## src/rtl/bus_pkg.sv

```systemverilog
// Shared definitions for the instruction/data bus arbiter: widths, state codes and the
// registered memory-request payload.
package bus_pkg;

  localparam int unsigned ADDR_W = 32;
  localparam int unsigned DATA_W = 32;
  localparam int unsigned STRB_W = 4;
  localparam int unsigned CNT_W  = 4;

  localparam logic [1:0] ST_IDLE       = 2'd0;
  localparam logic [1:0] ST_BUSY_FETCH = 2'd1;
  localparam logic [1:0] ST_BUSY_DATA  = 2'd2;
  localparam logic [1:0] ST_DONE       = 2'd3;

  localparam logic [STRB_W-1:0] READ_STROBE = 4'b0000;

  typedef struct packed {
    logic [ADDR_W-1:0] address;
    logic [DATA_W-1:0] wdata;
    logic [STRB_W-1:0] strobe;
  } mem_req_t;

endpackage

```

## src/rtl/bus_arbiter.sv

```systemverilog
// Arbitrates one external memory port between instruction fetch and load/store, with a
// bounded data burst while a fetch waits and support for discarding an in-flight fetch.
module bus_arbiter
  import bus_pkg::*;
#(
  parameter int unsigned MAX_DATA_BURST = 4
) (
  input  logic              clk,
  input  logic              reset,
  input  logic              fetch_req,
  input  logic [ADDR_W-1:0] fetch_address,
  input  logic              fetch_cancel,
  output logic [DATA_W-1:0] fetch_data,
  output logic              fetch_ready,
  input  logic              data_req,
  input  logic              data_write,
  input  logic [ADDR_W-1:0] data_address,
  input  logic [DATA_W-1:0] data_wdata,
  input  logic [STRB_W-1:0] data_strobe,
  output logic [DATA_W-1:0] data_rdata,
  output logic              data_ready,
  output logic              mem_valid,
  output logic [ADDR_W-1:0] mem_address,
  output logic [DATA_W-1:0] mem_wdata,
  output logic [STRB_W-1:0] mem_strobe,
  input  logic              mem_ready,
  input  logic [DATA_W-1:0] mem_rdata
);

  localparam logic [CNT_W-1:0] BURST_MAX = CNT_W'(MAX_DATA_BURST);

  logic [1:0]        state_q, state_n;
  mem_req_t          req_q, req_n;
  logic              mem_valid_n;
  logic              write_q, write_n;
  logic              cancel_q, cancel_n;
  logic [CNT_W-1:0]  burst_cnt, burst_cnt_n;
  logic              fetch_ready_n, data_ready_n;
  logic [DATA_W-1:0] fetch_data_n, data_rdata_n;
  logic              grant_data_c, grant_fetch_c;

  assign mem_address = req_q.address;
  assign mem_wdata   = req_q.wdata;
  assign mem_strobe  = req_q.strobe;

  // State and all output registers
  always_ff @(posedge clk) begin
    if (reset) begin
      state_q     <= ST_IDLE;
      req_q       <= '0;
      mem_valid   <= 1'b0;
      write_q     <= 1'b0;
      cancel_q    <= 1'b0;
      burst_cnt   <= '0;
      fetch_ready <= 1'b0;
      data_ready  <= 1'b0;
      fetch_data  <= '0;
      data_rdata  <= '0;
    end else begin
      state_q     <= state_n;
      req_q       <= req_n;
      mem_valid   <= mem_valid_n;
      write_q     <= write_n;
      cancel_q    <= cancel_n;
      burst_cnt   <= burst_cnt_n;
      fetch_ready <= fetch_ready_n;
      data_ready  <= data_ready_n;
      fetch_data  <= fetch_data_n;
      data_rdata  <= data_rdata_n;
    end
  end

  // Next-state, grant and completion logic
  always_comb begin
    state_n       = state_q;
    req_n         = req_q;
    mem_valid_n   = mem_valid;
    write_n       = write_q;
    cancel_n      = cancel_q;
    burst_cnt_n   = burst_cnt;
    fetch_ready_n = 1'b0;
    data_ready_n  = 1'b0;
    fetch_data_n  = fetch_data;
    data_rdata_n  = data_rdata;
    // Data wins ties until it has used up its burst allowance against a waiting fetch
    grant_data_c  = data_req && !(fetch_req && (burst_cnt == BURST_MAX));
    grant_fetch_c = fetch_req && !grant_data_c;

    case (state_q)
      ST_IDLE: begin
        if (grant_data_c) begin
          state_n       = ST_BUSY_DATA;
          mem_valid_n   = 1'b1;
          write_n       = data_write;
          req_n.address = data_address;
          req_n.wdata   = data_write ? data_wdata : '0;
          req_n.strobe  = data_write ? data_strobe : READ_STROBE;
          if (!fetch_req) begin
            burst_cnt_n = '0;
          end else if (burst_cnt != BURST_MAX) begin
            burst_cnt_n = burst_cnt + CNT_W'(1);
          end
        end else if (grant_fetch_c) begin
          state_n       = ST_BUSY_FETCH;
          mem_valid_n   = 1'b1;
          write_n       = 1'b0;
          req_n.address = fetch_address;
          req_n.wdata   = '0;
          req_n.strobe  = READ_STROBE;
          burst_cnt_n   = '0;
          cancel_n      = fetch_cancel;
        end
      end

      ST_BUSY_FETCH: begin
        if (fetch_cancel) begin
          cancel_n = 1'b1;
        end
        if (mem_ready) begin
          state_n      = ST_DONE;
          mem_valid_n  = 1'b0;
          req_n.strobe = READ_STROBE;
          // A cancel arriving in the completion cycle still discards the word
          if (!(cancel_q || fetch_cancel)) begin
            fetch_ready_n = 1'b1;
            fetch_data_n  = mem_rdata;
          end
        end
      end

      ST_BUSY_DATA: begin
        if (mem_ready) begin
          state_n      = ST_DONE;
          mem_valid_n  = 1'b0;
          req_n.strobe = READ_STROBE;
          data_ready_n = 1'b1;
          if (!write_q) begin
            data_rdata_n = mem_rdata;
          end
        end
      end

      ST_DONE: begin
        state_n  = ST_IDLE;
        cancel_n = 1'b0;
      end
    endcase
  end

endmodule

```

## config.mk

```make
export PLATFORM = sky130hd
export DESIGN_NAME = bus_arbiter
export DESIGN_NICKNAME = d
export VERILOG_FILES = /design/src/rtl/bus_pkg.sv /design/src/rtl/bus_arbiter.sv
export SDC_FILE = /design/constraint.sdc
export NUM_CORES = 1
export LEC_CHECK = 0
export ABC_CLOCK_PERIOD_IN_PS = 3300
export CORE_UTILIZATION = 43
export CTS_CLUSTER_DIAMETER = 60
export DETAILED_ROUTE_END_ITERATION = 12
export PLACE_DENSITY = 0.85
export SLEW_MARGIN = 20
export SYNTH_ARGS = -nofsm -noshare
export SYNTH_HDL_FRONTEND = slang
export SYNTH_SLANG_ARGS = --single-unit
```

## constraint.sdc

```tcl
create_clock -name clk -period 3.3 [get_ports clk]
set_input_delay 0.66 -clock clk [delete_from_list [all_inputs] [get_ports clk]]
set_output_delay 0.66 -clock clk [all_outputs]
set_load 0.02 [all_outputs]
```

After elaboration in Yosys (flattened, before gate mapping)
Index checks and enable logic that the tools add are counted.

operators by class
  add/subtract/negate cells = 1
  multiplexer cells = 26
  equal/unequal tests = 11
  bitwise operators = 5
  reductions and logical operators = 20

operators with widths
  cell                                            count
  2-to-1 mux 68 bit                               2
  2-to-1 mux 32 bit                               1
  2-to-1 mux 4 bit                                6
  AND reduction 3 bit                             4
  2-to-1 mux 1 bit                                10
  case mux 4 bit (2 select lines)                 1
  2-to-1 mux 2 bit                                3
  != test 2 bit (second input constant)           3
  case mux 2 bit (3 select lines)                 1
  NOT 1 bit                                       5
  adder 4 x 1 -> 4 bit (second input constant)    1
  == test 2 bit (second input constant)           2
  == test 4 x 3 -> 1 bit (second input constant)  1
  != test 4 x 3 -> 1 bit (second input constant)  1
  AND reduction 2 bit                             2
  AND reduction 4 bit                             1
  nonzero test 2 bit                              2
  OR reduction 2 bit                              2
  logical AND 1 bit                               3
  != test 3 x 2 -> 1 bit (second input constant)  1
  != test 3 bit (second input constant)           1
  case mux 1 bit (3 select lines)                 1
  nonzero test 3 bit                              1
  OR reduction 3 bit                              1
  other kinds (6)                                 7

storage, ports and cells
  register bits = 143

Depth between registers and ports, before layout
  word-level depth = 9
  depth in mapped cells = 8
  gate-level depth less buffers = 6

Worst setup path after synthesis
Ideal clock, no wire load.

  path type = reg2reg
  start point = register state_q[0]
  end point = register state_q[0]
  data required time = 3.230 ns
  path slack = 1.628 ns
  cell stages (with the launch flop) = 7
  period minus slack after synthesis = 1.672 ns
  data arrival time = 1.602 ns
  path buffers = 0
  cells stage by stage = dfxtp_1 > inv_1 > ha_1 > nor2b_1 > or2_2 > a211o_1 > a21oi_1

between the ends
  word-level cells in the longest chain between the ends = 4

ends and longest elaborated chain
  what                                                            line               source
  start: declaration                                              bus_arbiter.sv:32  logic [1:0] state_q, state_n;
  start signal: assignment                                        bus_arbiter.sv:60  state_q <= state_n;
  == test 2 bit / == test 2 x 1 -> 1 bit (equally long branches)  bus_arbiter.sv:89  case (state_q)
  OR reduction 2 bit (no line)                                    --
  != test 2 x 1 -> 1 bit (no line)                                --
  AND reduction 2 bit (no line)                                   --

Several ways; a longest one is shown, not always the timed one.
A chain may end at the register's enable or synchronous reset.

Final worst setup path
  start point = input port fetch_req
  end point = register req_q (netlist bit mem_address[5])

between the ends
  word-level cells in the longest chain between the ends = 7

ends and longest elaborated chain
  what                           line               source
  start: declaration             bus_arbiter.sv:10  input logic fetch_req,
  logical AND 1 bit              bus_arbiter.sv:86  grant_data_c = data_req && !(fetch_req && (burst_cnt == BURST_MAX));
  zero test 1 bit                bus_arbiter.sv:86
  logical AND 1 bit              bus_arbiter.sv:86
  zero test 1 bit                bus_arbiter.sv:87  grant_fetch_c = fetch_req && !grant_data_c;
  logical AND 1 bit              bus_arbiter.sv:87
  nonzero test 2 bit (no line)   --
  AND reduction 2 bit (no line)  --
  end signal: assignment         bus_arbiter.sv:61  req_q <= req_n;
  end: declaration               bus_arbiter.sv:33  mem_req_t req_q, req_n;

Several ways; a longest one is shown, not always the timed one.

==> out/metrics.csv <==
stage;metric;value;unit
grt;top_usage_layer;met2;
worst_setup_path;crit_required;3610;ps
timing;tns;0;ps
detailed_routing;drtPass1Iterations;5;
place;gp_congestion;0.818;
detailed_routing;ant_nets;0;
floorplan;ioPinCount;274;
grt;grt_overflow;0;
cts;cts_tree;built;
cts;h-tree-depth;4;
timing;setup_viol;0;
worst_setup_path;setup.worst_path.start;fetch_req;
cells_and_area;fin_cells;1122;
detailed_routing;route.detailed.drc;0;
timing;rsz0062_at_grt;false;
cts;cts_setup_buffers;0;
worst_setup_path;r2r-end;mem_address[5]$_SDFFE_PP0P_;
place;dp_hpwl;11.4;mm
detailed_routing;wl_per_cell;15.4;um
power_and_ir_drop;leakage;3.23;nW
cts;postCtsResizedCells;0;
floorplan;row_count;40;
worst_setup_path;criticalPathCategory;input port to register;
grt;met1_usage;0.268;
worst_setup_path;cp.arrival;2480;ps
cells_and_area;n_antenna_cell;0;
cells_and_area;finalInstanceArea;9010;sq um
cts;cts_inserted_buffers;17;
timing;clock.fmax;461;MHz
worst_hold_path;hp-class;register to register;
worst_setup_path;startpoint_type;input port;
worst_setup_path;reg2reg_depth;6;
cts;worst_skew_pair.late_latency;410;ps
cells_and_area;layout_common_cells;clkdlybuf4s50_1 (272), nand2_1 (201), dfxtp_1 (143), a21oi_1 (138), nor2_1 (41);
synthesis;syn_area;5510;sq um
cells_and_area;final_common_cell;clkdlybuf4s50_1;
timing;finalCritPeriodShare;0.658;
floorplan;die_area;13300;sq um
floorplan;fp.dieH;115;um
cells_and_area;drive_above_1_share;0.0493;
cells_and_area;nets;1089;
detailed_routing;drtIter0Drc;424;
timing;worstMarginPinSlew;683;ps
floorplan;coreArea;12300;sq um
grt;grt_pass1_vias;5415;
synthesis;synth_edf_count;0;
floorplan;die_w;115;um
grt;use_met2;0.466;
synthesis;synth.area.top_cells;dfxtp_1 (52%), nand2_1 (14%), a21oi_1 (13%), a211oi_1 (4.5%), nand3_1 (3.6%);
timing;finalClockSkew;6.59;ps
power_and_ir_drop;p_per_area;732;nW/um^2
cts;clock_path_buffers;2;
worst_setup_path;timing.rr.start;state_q[0]$_SDFFE_PP0P_;
timing;period_minus_slack;2170;ps
place;placed_area;8310;sq um
place;dpl.cell_count;1091;
grt;antenna_found_initial;0;
cells_and_area;syn_to_final_growth;63.5;%
detailed_routing;routed_wl;17.3;mm
synthesis;synth_top_area_cell;dfxtp_1;
worst_setup_path;critPathMaxFanout;48;
floorplan;start_util;0.449;
synthesis;netlist_instances;696;
timing;maxSlewViolCount;0;
grt;grt_max_degree;67;
synthesis;ys_ff_latch;143;
cts;ctsHoldBuffers;0;
detailed_routing;dr_total_vias;5770;
status;outcome;finished, final reports clean;
cts;cts_sinks;143;
worst_setup_path;r2r_slack;1240;ps
cts;root_buffer;clkbuf_16;
synthesis;ys.flop_type;dfxtp_1;
synthesis;yosysSeqAreaShare;0.520;
timing;hold_viol;0;
worst_hold_path;hp-start;mem_wdata[10]$_SDFFE_PP0P_;
worst_setup_path;crit_end;mem_address[5]$_SDFFE_PP0P_;
synthesis;synth.distinct_cells;35;
job;max_cap_violations;0;
worst_setup_path;cp-end-kind;register;
synthesis;syn-mean-instance-area;7.91;sq um
synthesis;synth_nets;843;
grt;use_met3;0.0791;
synthesis;synth_top_cell_area_share;0.520;
place;io_buffers;273;
power_and_ir_drop;ir_drop;0.000445;V
detailed_routing;vias_per_cell;5.14;
timing;slew_headroom;0.544;
grt;grt_use_total;0.259;
cts;cts.clk_slew.worst_paths;50;ps
grt;grt_pass1_wl;26.6;mm
synthesis;yosys_warnings;0;
synthesis;synth-async-reset-ratio;0;
## metal layers
metal | wire length, um | vias up
li1 | - | 2821
met3 | 1250 | 49
met5 | 0 | -
met4 | 671 | 0
met2 | 8960 | 243
met1 | 6370 | 2657
## critical path, stage by stage
cell             delay, ps
clkdlybuf4s50_1        690
o21a_2                 490
buf_12                 290
nor2_1                  80
a211oi_1               240
## Yosys cell counts, drive strengths merged, types with 6 or more instances
master	count
a211oi	33
a21oi	138
buf	24
clkbuf	32
dfxtp	143
ha	8
inv	6
nand2	201
nand3	40
nor2	42
## power breakdown
group / switching, mW / internal, mW
combinational: 1.28 / 0.950
clock: 0.696 / 1.53
sequential: 0.146 / 2.00
total: 2.12 / 4.47
## through the flow
stage | util | power (mW) | setup WS [ps] | hold WS [ps]
after floorplan | - | 3.45 | 1630 | 445
after global placement | 0.678 | 4.33 | 854 | 438
after detailed placement | 0.678 | 4.38 | 719 | 443
after CTS | 0.734 | 6.63 | 1140 | 450
after global routing | 0.734 | 6.92 | 1010 | 465
final | 0.734 | 6.59 | 1130 | 447
## area by class of cell
cell class / instances / area (sq um)
clock buffers: 20 / 457
repair buffers: 283 / 2830
multi-input cells: 491 / 2390
well taps: 168 / 210
flip-flops and latches: 143 / 2860
clock inverters: 11 / 235
inverters: 6 / 22.5
fillers: 893 / 3260
## flip-flops by register name, indices dropped and copies added, names as in the netlist
register,count
data_rdata,32
state_q,2
burst_cnt,4
mem_valid,1
write_q,1
fetch_ready,1
cancel_q,1
mem_address,32
fetch_data,32
mem_strobe,4
data_ready,1
mem_wdata,32
## cells by family (layout without fill, tap and decap cells)
| logic type | Yosys count | in the layout | synth area share |
|---|---|---|---|
| simple gates | 302 | 302 | 0.227 |
| compound gates | 179 | 179 | 0.182 |
| flops | 143 | 143 | 0.520 |
| buf+inv | 62 | 320 | 0.0493 |
| fa+ha+maj | 8 | 8 | 0.0182 |
| mux | 2 | 2 | 0.00363 |
## worst min-delay path by stage
stage	to	depth (start not counted)
after CTS	mem_wdata[18]$_SDFFE_PP0P_	2
after detailed placement	mem_wdata[18]$_SDFFE_PP0P_	2
after global routing	mem_wdata[30]$_SDFFE_PP0P_	2
after global placement	mem_wdata[15]$_SDFFE_PP0P_	2
after floorplan	write_q$_SDFFE_PP0P_	2
final	mem_wdata[10]$_SDFFE_PP0P_	2
Power figures use the tool's default switching activity.
